### src/rtl/stream_arbiter.sv
// Round-robin burst arbiter: shares one valid/ready sink among NUM_INPUTS
// requesters, holding each grant until the requester's last beat or the
// MAX_BURST beat cap, with one idle bubble between grants.
module stream_arbiter #(
  parameter int NUM_INPUTS = 4,
  parameter int INDEX_BITS = 2,
  parameter int DATA_WIDTH = 8,
  parameter int BURST_BITS = 4
) (
  input  logic                             clock,
  input  logic                             reset,
  input  logic [NUM_INPUTS*DATA_WIDTH-1:0] in_data,
  input  logic [NUM_INPUTS-1:0]            in_valid,
  input  logic [NUM_INPUTS-1:0]            in_last,
  output logic [NUM_INPUTS-1:0]            in_ready,
  output logic [DATA_WIDTH-1:0]            out_data,
  output logic                             out_valid,
  output logic                             out_last,
  output logic [INDEX_BITS-1:0]            out_source,
  input  logic                             out_ready
);

  typedef enum logic {IDLE, GRANT} state_t;

  state_t                  state;
  logic [INDEX_BITS-1:0]   grant;
  logic [INDEX_BITS-1:0]   last_grant;
  logic [BURST_BITS-1:0]   beat_count;

  logic [INDEX_BITS-1:0]   winner;
  logic                    found;
  logic                    cap;
  logic                    beat;
  logic [DATA_WIDTH-1:0]   slices [NUM_INPUTS];

  // Split the flat data bus into one slice per requester for indexed selection.
  for (genvar gi = 0; gi < NUM_INPUTS; gi++) begin : g_slice
    assign slices[gi] = in_data[gi*DATA_WIDTH +: DATA_WIDTH];
  end

  // Rotating priority search: scan from the farthest candidate back to the
  // nearest so the last hit is the first valid requester after last_grant.
  always_comb begin
    logic [INDEX_BITS-1:0] idx;
    winner = '0;
    found  = 1'b0;
    idx    = '0;
    for (int off = NUM_INPUTS; off >= 1; off--) begin
      idx = INDEX_BITS'((int'(last_grant) + off) % NUM_INPUTS);
      if (in_valid[idx]) begin
        winner = idx;
        found  = 1'b1;
      end
    end
  end

  // Stream outputs pass straight through from the granted requester.
  always_comb begin
    in_ready   = '0;
    out_data   = '0;
    out_valid  = 1'b0;
    out_last   = 1'b0;
    out_source = '0;
    cap        = &beat_count;
    if (state == GRANT) begin
      out_valid       = in_valid[grant];
      out_data        = out_valid ? slices[grant] : '0;
      in_ready[grant] = out_ready;
      out_source      = grant;
      out_last        = out_valid && (in_last[grant] || cap);
    end
    beat = out_valid && out_ready;
  end

  // Grant state machine: arbitrate in IDLE, count beats and release in GRANT.
  always_ff @(posedge clock or posedge reset) begin
    if (reset) begin
      state      <= IDLE;
      grant      <= '0;
      last_grant <= INDEX_BITS'(NUM_INPUTS - 1);
      beat_count <= '0;
    end else begin
      case (state)
        IDLE: begin
          if (found) begin
            grant      <= winner;
            state      <= GRANT;
            beat_count <= '0;
          end
        end
        GRANT: begin
          if (beat) begin
            if (out_last) begin
              state      <= IDLE;
              last_grant <= grant;
              beat_count <= '0;
            end else begin
              beat_count <= beat_count + 1'b1;
            end
          end
        end
        default: state <= IDLE;
      endcase
    end
  end

endmodule

### config.mk
export PLATFORM = sky130hd
export DESIGN_NAME = stream_arbiter
export DESIGN_NICKNAME = d
export VERILOG_FILES = /design/src/rtl/stream_arbiter.sv
export SDC_FILE = /design/constraint.sdc
export NUM_CORES = 1
export LEC_CHECK = 0
export CAP_MARGIN = 20
export CORE_MARGIN = 3
export CORE_UTILIZATION = 36
export CTS_BUF_LIST = sky130_fd_sc_hd__clkbuf_8 sky130_fd_sc_hd__clkbuf_16
export CTS_CLUSTER_DIAMETER = 50
export DETAILED_ROUTE_END_ITERATION = 6
export PLACE_DENSITY_LB_ADDON = 0.15
export SYNTH_ARGS = -nofsm -noshare
export SYNTH_HDL_FRONTEND = slang
export SYNTH_SLANG_ARGS = --single-unit
### constraint.sdc
create_clock -name clock -period 2.8 [get_ports clock]
set_clock_uncertainty 0.2 [all_clocks]
set_input_delay 0.28 -clock clock [delete_from_list [all_inputs] [get_ports clock]]
set_output_delay 0.28 -clock clock [all_outputs]
set_load 0.01 [all_outputs]
**Word-level counts from Yosys, hierarchy flattened**

Cells that the tools add are included.
W data, S select, Z words.

- Memories kept: 0
- Register bits after elaboration: 9
- Memory bits (read-only): 0
- Output and inout port bits: 16
- Input port bits: 43
- Bits in latches: 0
- Memory bits (writable): 0

- $add $sub $neg: 5
- Divide/modulo/power cells: 0
- Order comparisons: 7
- Shift-type cells: 0
- Equal/unequal tests: 2
- Reductions and logical operators: 8
- Multiply operators: 0
- Multiplexer cells: 39
- Bitwise logic cells: 3

Operators by type and width:

| kind | count |
|---|---|
| $mux W8 | 4 |
| $bmux W8 S2 | 1 |
| $mux W1 | 16 |
| $mux W4 | 4 |
| $lt A2 B3 Y1 const B | 5 |
| $bmux W1 S2 | 6 |
| $mux W2 | 5 |
| $pmux W4 S2 | 1 |
| $add A2 B1 Y2 const B | 2 |
| $add A2 B2 Y2 const B | 2 |
| $add A4 B1 Y4 const B | 1 |
| $and A4 B4 Y4 | 1 |
| $reduce_and A2 Y1 | 2 |
| $reduce_and A4 Y1 | 1 |
| $ge A3 B3 Y1 const B | 1 |
| $logic_and A1 B1 Y1 | 3 |
| $not A2 Y3 | 1 |
| $reduce_and A3 Y1 | 1 |
| $demux W1 S2 | 1 |
| $ge A2 B1 Y1 const B | 1 |
| $ne A2 B1 Y1 const B | 1 |
| $ne A2 B2 Y1 const B | 1 |
| $pmux W1 S2 | 1 |
| $logic_or A1 B1 Y1 | 1 |
| $not A1 Y1 | 1 |

**Logic depth before layout (Yosys ltp)**

- Depth after elaboration: 9
- Gate-level depth with buffers: 6
- Depth with buffers taken out: 4

**Worst setup path after synthesis**

OpenSTA, ideal clock, no wires.

- Path type: reg-to-reg
- Start point: reg grant[0]
- End point: reg last_grant[0]
- Period minus slack after synthesis: 1,939 ps
- Setup time: 85 ps
- Slack: 861 ps
- Stages on the path, launching flop included: 6
- Data arrival time: 1,654 ps
- Cell sequence: dfrtp_1 > buf_6 > mux4_2 > a31oi_4 > nand2b_2 > mux2_1

- Word-level cells in the longest chain between the ends: 6

Ends and longest elaborated chain:

| element | RTL line | text |
|---|---|---|
| start, declared | 26 | `logic [INDEX_BITS-1:0] grant;` |
| start signal, assigned | 86 | `grant <= winner;` |
| $bmux W1 S2 | 70 | `out_last = out_valid && (in_last[grant] \|\| cap);` |
| $mux W1 (implied by the code) | 70 |  |
| $logic_or A1 B1 Y1 | 70 |  |
| $logic_and A1 B1 Y1 | 70 |  |
| $mux W1 | 65 | `if (state == GRANT) begin` |
| $reduce_and A3 Y1 (no line) | - |  |
| end signal, assigned | 80 | `last_grant <= INDEX_BITS'(NUM_INPUTS - 1);` |
| end signal, assigned | 95 | `last_grant <= grant;` |
| end, declared | 27 | `logic [INDEX_BITS-1:0] last_grant;` |

Parallel ways exist; a longest one is shown, timed or not. The select of a mux whose other input is x is not followed.
A chain may end at the register's enable or synchronous reset.

**Final worst setup path**

- Start point: reg grant[0]
- End point: out out_data[2]

- Word-level cells in the longest chain between the ends: 6

Ends and longest elaborated chain:

| element | RTL line | text |
|---|---|---|
| $not A2 Y3 (implied by the code) | 67 | `out_data = out_valid ? slices[grant] : '0;` |
| $bmux W8 S2 | 67 |  |
| $mux W8 (implied by the code) (2 in a row) | 67 |  |
| $mux W8 * | 67 |  |
| $mux W8 * | 65 |  |
| end, declared | 16 | `output logic [DATA_WIDTH-1:0] out_data,` |

Mark *: on every way between the ends. The rest lies on a longest branch, timed or not. The select of a mux whose other input is x is not followed.

==> summary.md <==
| Metric | Value |
|---|---|
| Number of clock buffers inserted by TritonCTS | 3 |
| Footprint of the multi-input gates | 606 sq um |
| Standby leakage power | 0.635 nW |
| Synthesized Nets | 130 |
| Post-synth top area share | 0.254 |
| Fraction of final layout cells sized beyond drive strength 1 | 0.164 |
| Total overflow reported by the global router | 0 |
| TritonCTS clock tree | done |
| Required time at the endpoint of the critical path | 2.32 ns |
| Count of cells along the worst register-to-register path | 4 |
| Slew Viols, Final | 0 |
| Row count | 17 |
| Fin. Hold Viols | 0 |
| Setup repair after global routing missed its margin | false |
| RePlAce Congestion | 0.771 |
| Initial drt markers | 34 |
| WL met2 | 1.36 mm |
| Synth warnings | 0 |
| DPL Wire Length | 2.17 mm |
| Met1 wire length | 1.06 mm |
| Number of hold buffers added after CTS | 0 |
| Post-route DRC violation count | 0 |
| Clock latency at the later pin of the worst-skew pair | 0.23 ns |
| H-tree depth reported by CTS | 1 |
| Cells along the critical path | buf_4 > mux4_2 > and3_1 > clkdlybuf4s50_1 |
| Number of routed nets with antenna violations | 0 |
| Final-stage net count | 191 |
| Kind of critical path | register to primary output |
| Antenna violations before repair | 0 |
| Final setup margin | 0.163 ns |
| Top achievable clock speed | 379 MHz |
| Number of placed I/O pins | 59 |
| Instance count of the mapped netlist | 86 |
| Buffers from clock root to sink, at most | 2 |
| Chip Width | 55.6 um |
| Final setup viols | 0 |
| IO buf count | 58 |
| Startpoint type of the worst setup path | register |
| Cell class contributing the biggest share of worst-path delay | buffers and inverters |
| CTS Root Buffer Type | clkbuf_8 |
| Die area | 3090 sq um |
| CTS clock-pin slew for the worst setup and hold paths | 0.05 ns |
| Top area cells in the synthesized netlist | mux4_2 25%, dfrtp_1 20%, dfstp_2 5.9%, and3_1 5.6%, nor2_1 3.8% |
| Netlist area before placement | 886 sq um |
| Average cell area after synthesis | 10.3 sq um |
| Number of violations of the max-capacitance limit | 0 |
| Fillcell total | 175 |
| Wire length after detailed routing | 2.64 mm |
| Worst slack at placement | 0.263 ns |
| Maximum cell stage delay along the critical path | 0.53 ns |
| Fin Setup TNS | 0 ns |
| Global-route wire length before repair | 4.47 mm |
| Average wire per cell in the routed design | 15.2 um |
| Layout Area Growth over Synthesis | 74.6% |
| Worst-margin pin slew | 0.450 ns |
| Die height | 55.6 um |
| Final critical delay including setup and external delays | 2.64 ns |
| Power per unit of standard cell area | 853 nW/um^2 |
| Final period utilization | 0.942 |
| Sequential cell area | 228 sq um |
| Met3 Routed Length | 197 um |
| Number of resized instances in the post-cts repair step | 0 |
| Nature of the critical path endpoint | primary output |
| Detailed-router iteration count before antenna repair | 4 |
| Highest metal layer used by the detailed router | met4 |
| Count of unique library cells instantiated by Yosys | 35 |
| Worst voltage drop across the vdd grid | 583 uV |
| Overall routing resource usage | 0.182 |
| TritonCTS Sinks | 9 |
| Data arrival at the endpoint of the critical path | 2.16 ns |
| Post-detailed-route via-to-cell ratio | 5.41 |
| Max-slew headroom | 0.700 |
| Number of buffers and inverters on the critical path | 2 |
| Part of the Yosys area used for sequential elements | 0.257 |
| Initial Utilization | 0.389 |
| Library cell contributing the largest single delay on the critical path | dfrtp_1 |
| Number of post-CTS setup repair buffers | 0 |
| Std-Cell Core Area | 2280 sq um |
| Top cell type by total area after synthesis | mux4_2 |
| Overall via count from detail_route | 942 |
| Min-delay worst type | primary input to async pin |
| Antenna Diode Count | 0 |
| Run status | completed |
| Number of global-route vias before repair | 901 |
| CP Max Fanout | 6 |
| Pin count of the biggest net entering global routing | 15 |
| Number of gates on the worst path with buffers counted | 4 |
| Register bit total from synthesis | 9 |
cell families after synthesis:
kind of cell	share of synthesized area
AND/OR/NAND/NOR	0.253
AO/OA/AOI/OAI	0.124
multiplexers	0.292
buffers and inverters	0.0593
flip-flops	0.257
adder cells (fa/ha/maj)	0.0141
power by group:
| part | internal (mW) | switching [mW] |
|---|---|---|
| clock network | 0.0957 | 0.0534 |
| registers | 0.203 | 0.100 |
| logic | 0.532 | 0.335 |
synthesized netlist by cell type, drive strengths merged:
cell type	number
mux2	3
nor2b	4
ha	1
nand2b	4
a221o	1
inv	4
o21a	2
or3b	1
and4b	1
a21o	1
nor3	3
nand3	4
buf	5
and3	8
dfstp	2
o31ai	1
a22o	1
nand2	2
o21ai	1
o2111ai	1
dfrtp	7
mux4	10
a31oi	2
a21oi	2
and2	3
nor2	9
clkbuf	2
o32a	1
layout make-up:
cell class | instances | area share
repair buffers | 63 | 0.400
multi-input cells | 66 | 0.392
flip-flops and latches | 9 | 0.147
clock buffers | 3 | 0.0267
well taps | 28 | 0.0227
inverters | 4 | 0.00971
clock inverters | 1 | 0.00243
metal layers:
metal / GRT usage / up-vias
met5: 0 / -
met4: 0.0625 / 0
met3: 0.0418 / 4
met2: 0.313 / 48
met1: 0.223 / 442
li1: - / 448
final timing paths:
path	endpoint	slack, ns	start
hold reg to reg	beat_count[1]	0.35	beat_count[1]
setup / recovery	out_data[2]	0.16	grant[0]
setup reg to reg	beat_count[2]	0.64	grant[0]
hold / removal	beat_count[1]	0.11	reset
min in group clock	beat_count[1]	0.35	beat_count[1]
max in group asynchronous	last_grant[0]	1.98	reset
cell usage in the layout, fill, tap and decap left out, drive strengths merged:
master and count:
o21ai 1, a21oi 2, or3b 1, nand2b 4, a221o 1, nand3 4
clkbuf 3, mux4 10, and2 3, a22o 1, and4b 1, a21o 1
buf 5, nor2b 4, clkdlybuf4s50 58, dfstp 2, and3 8, dfrtp 7
o21a 2, nand2 2, o32a 1, nor3 3, mux2 3, ha 1
nor2 9, inv 5, a31oi 2, o2111ai 1, o31ai 1
stage by stage:
stage	hold WS (ns)	std cells	util	power, mW	cell area (sq um)
6_report	0.114	174	0.679	1.32	1550
5_1_grt	0.155	174	0.679	1.42	1550
4_1_cts	0.132	174	0.679	1.33	1550
3_5_place_dp	0.333	170	0.660	1.18	1500
3_3_place_gp	0.320	170	0.660	1.16	1500
2_1_floorplan	-0.0935	86	-	0.820	886
sequential cells by signal (all words and copies together) (netlist names):
name,cells
beat_count,4
grant,2
last_grant,2
state,1
worst register-to-register path: stages, from the launching register on:
cell     delay (ns)
dfrtp_1        0.53
mux4_2         0.67
nor2b_4        0.20
and4b_1        0.20
a221o_1        0.25
(Power assumes the default switching activity.)
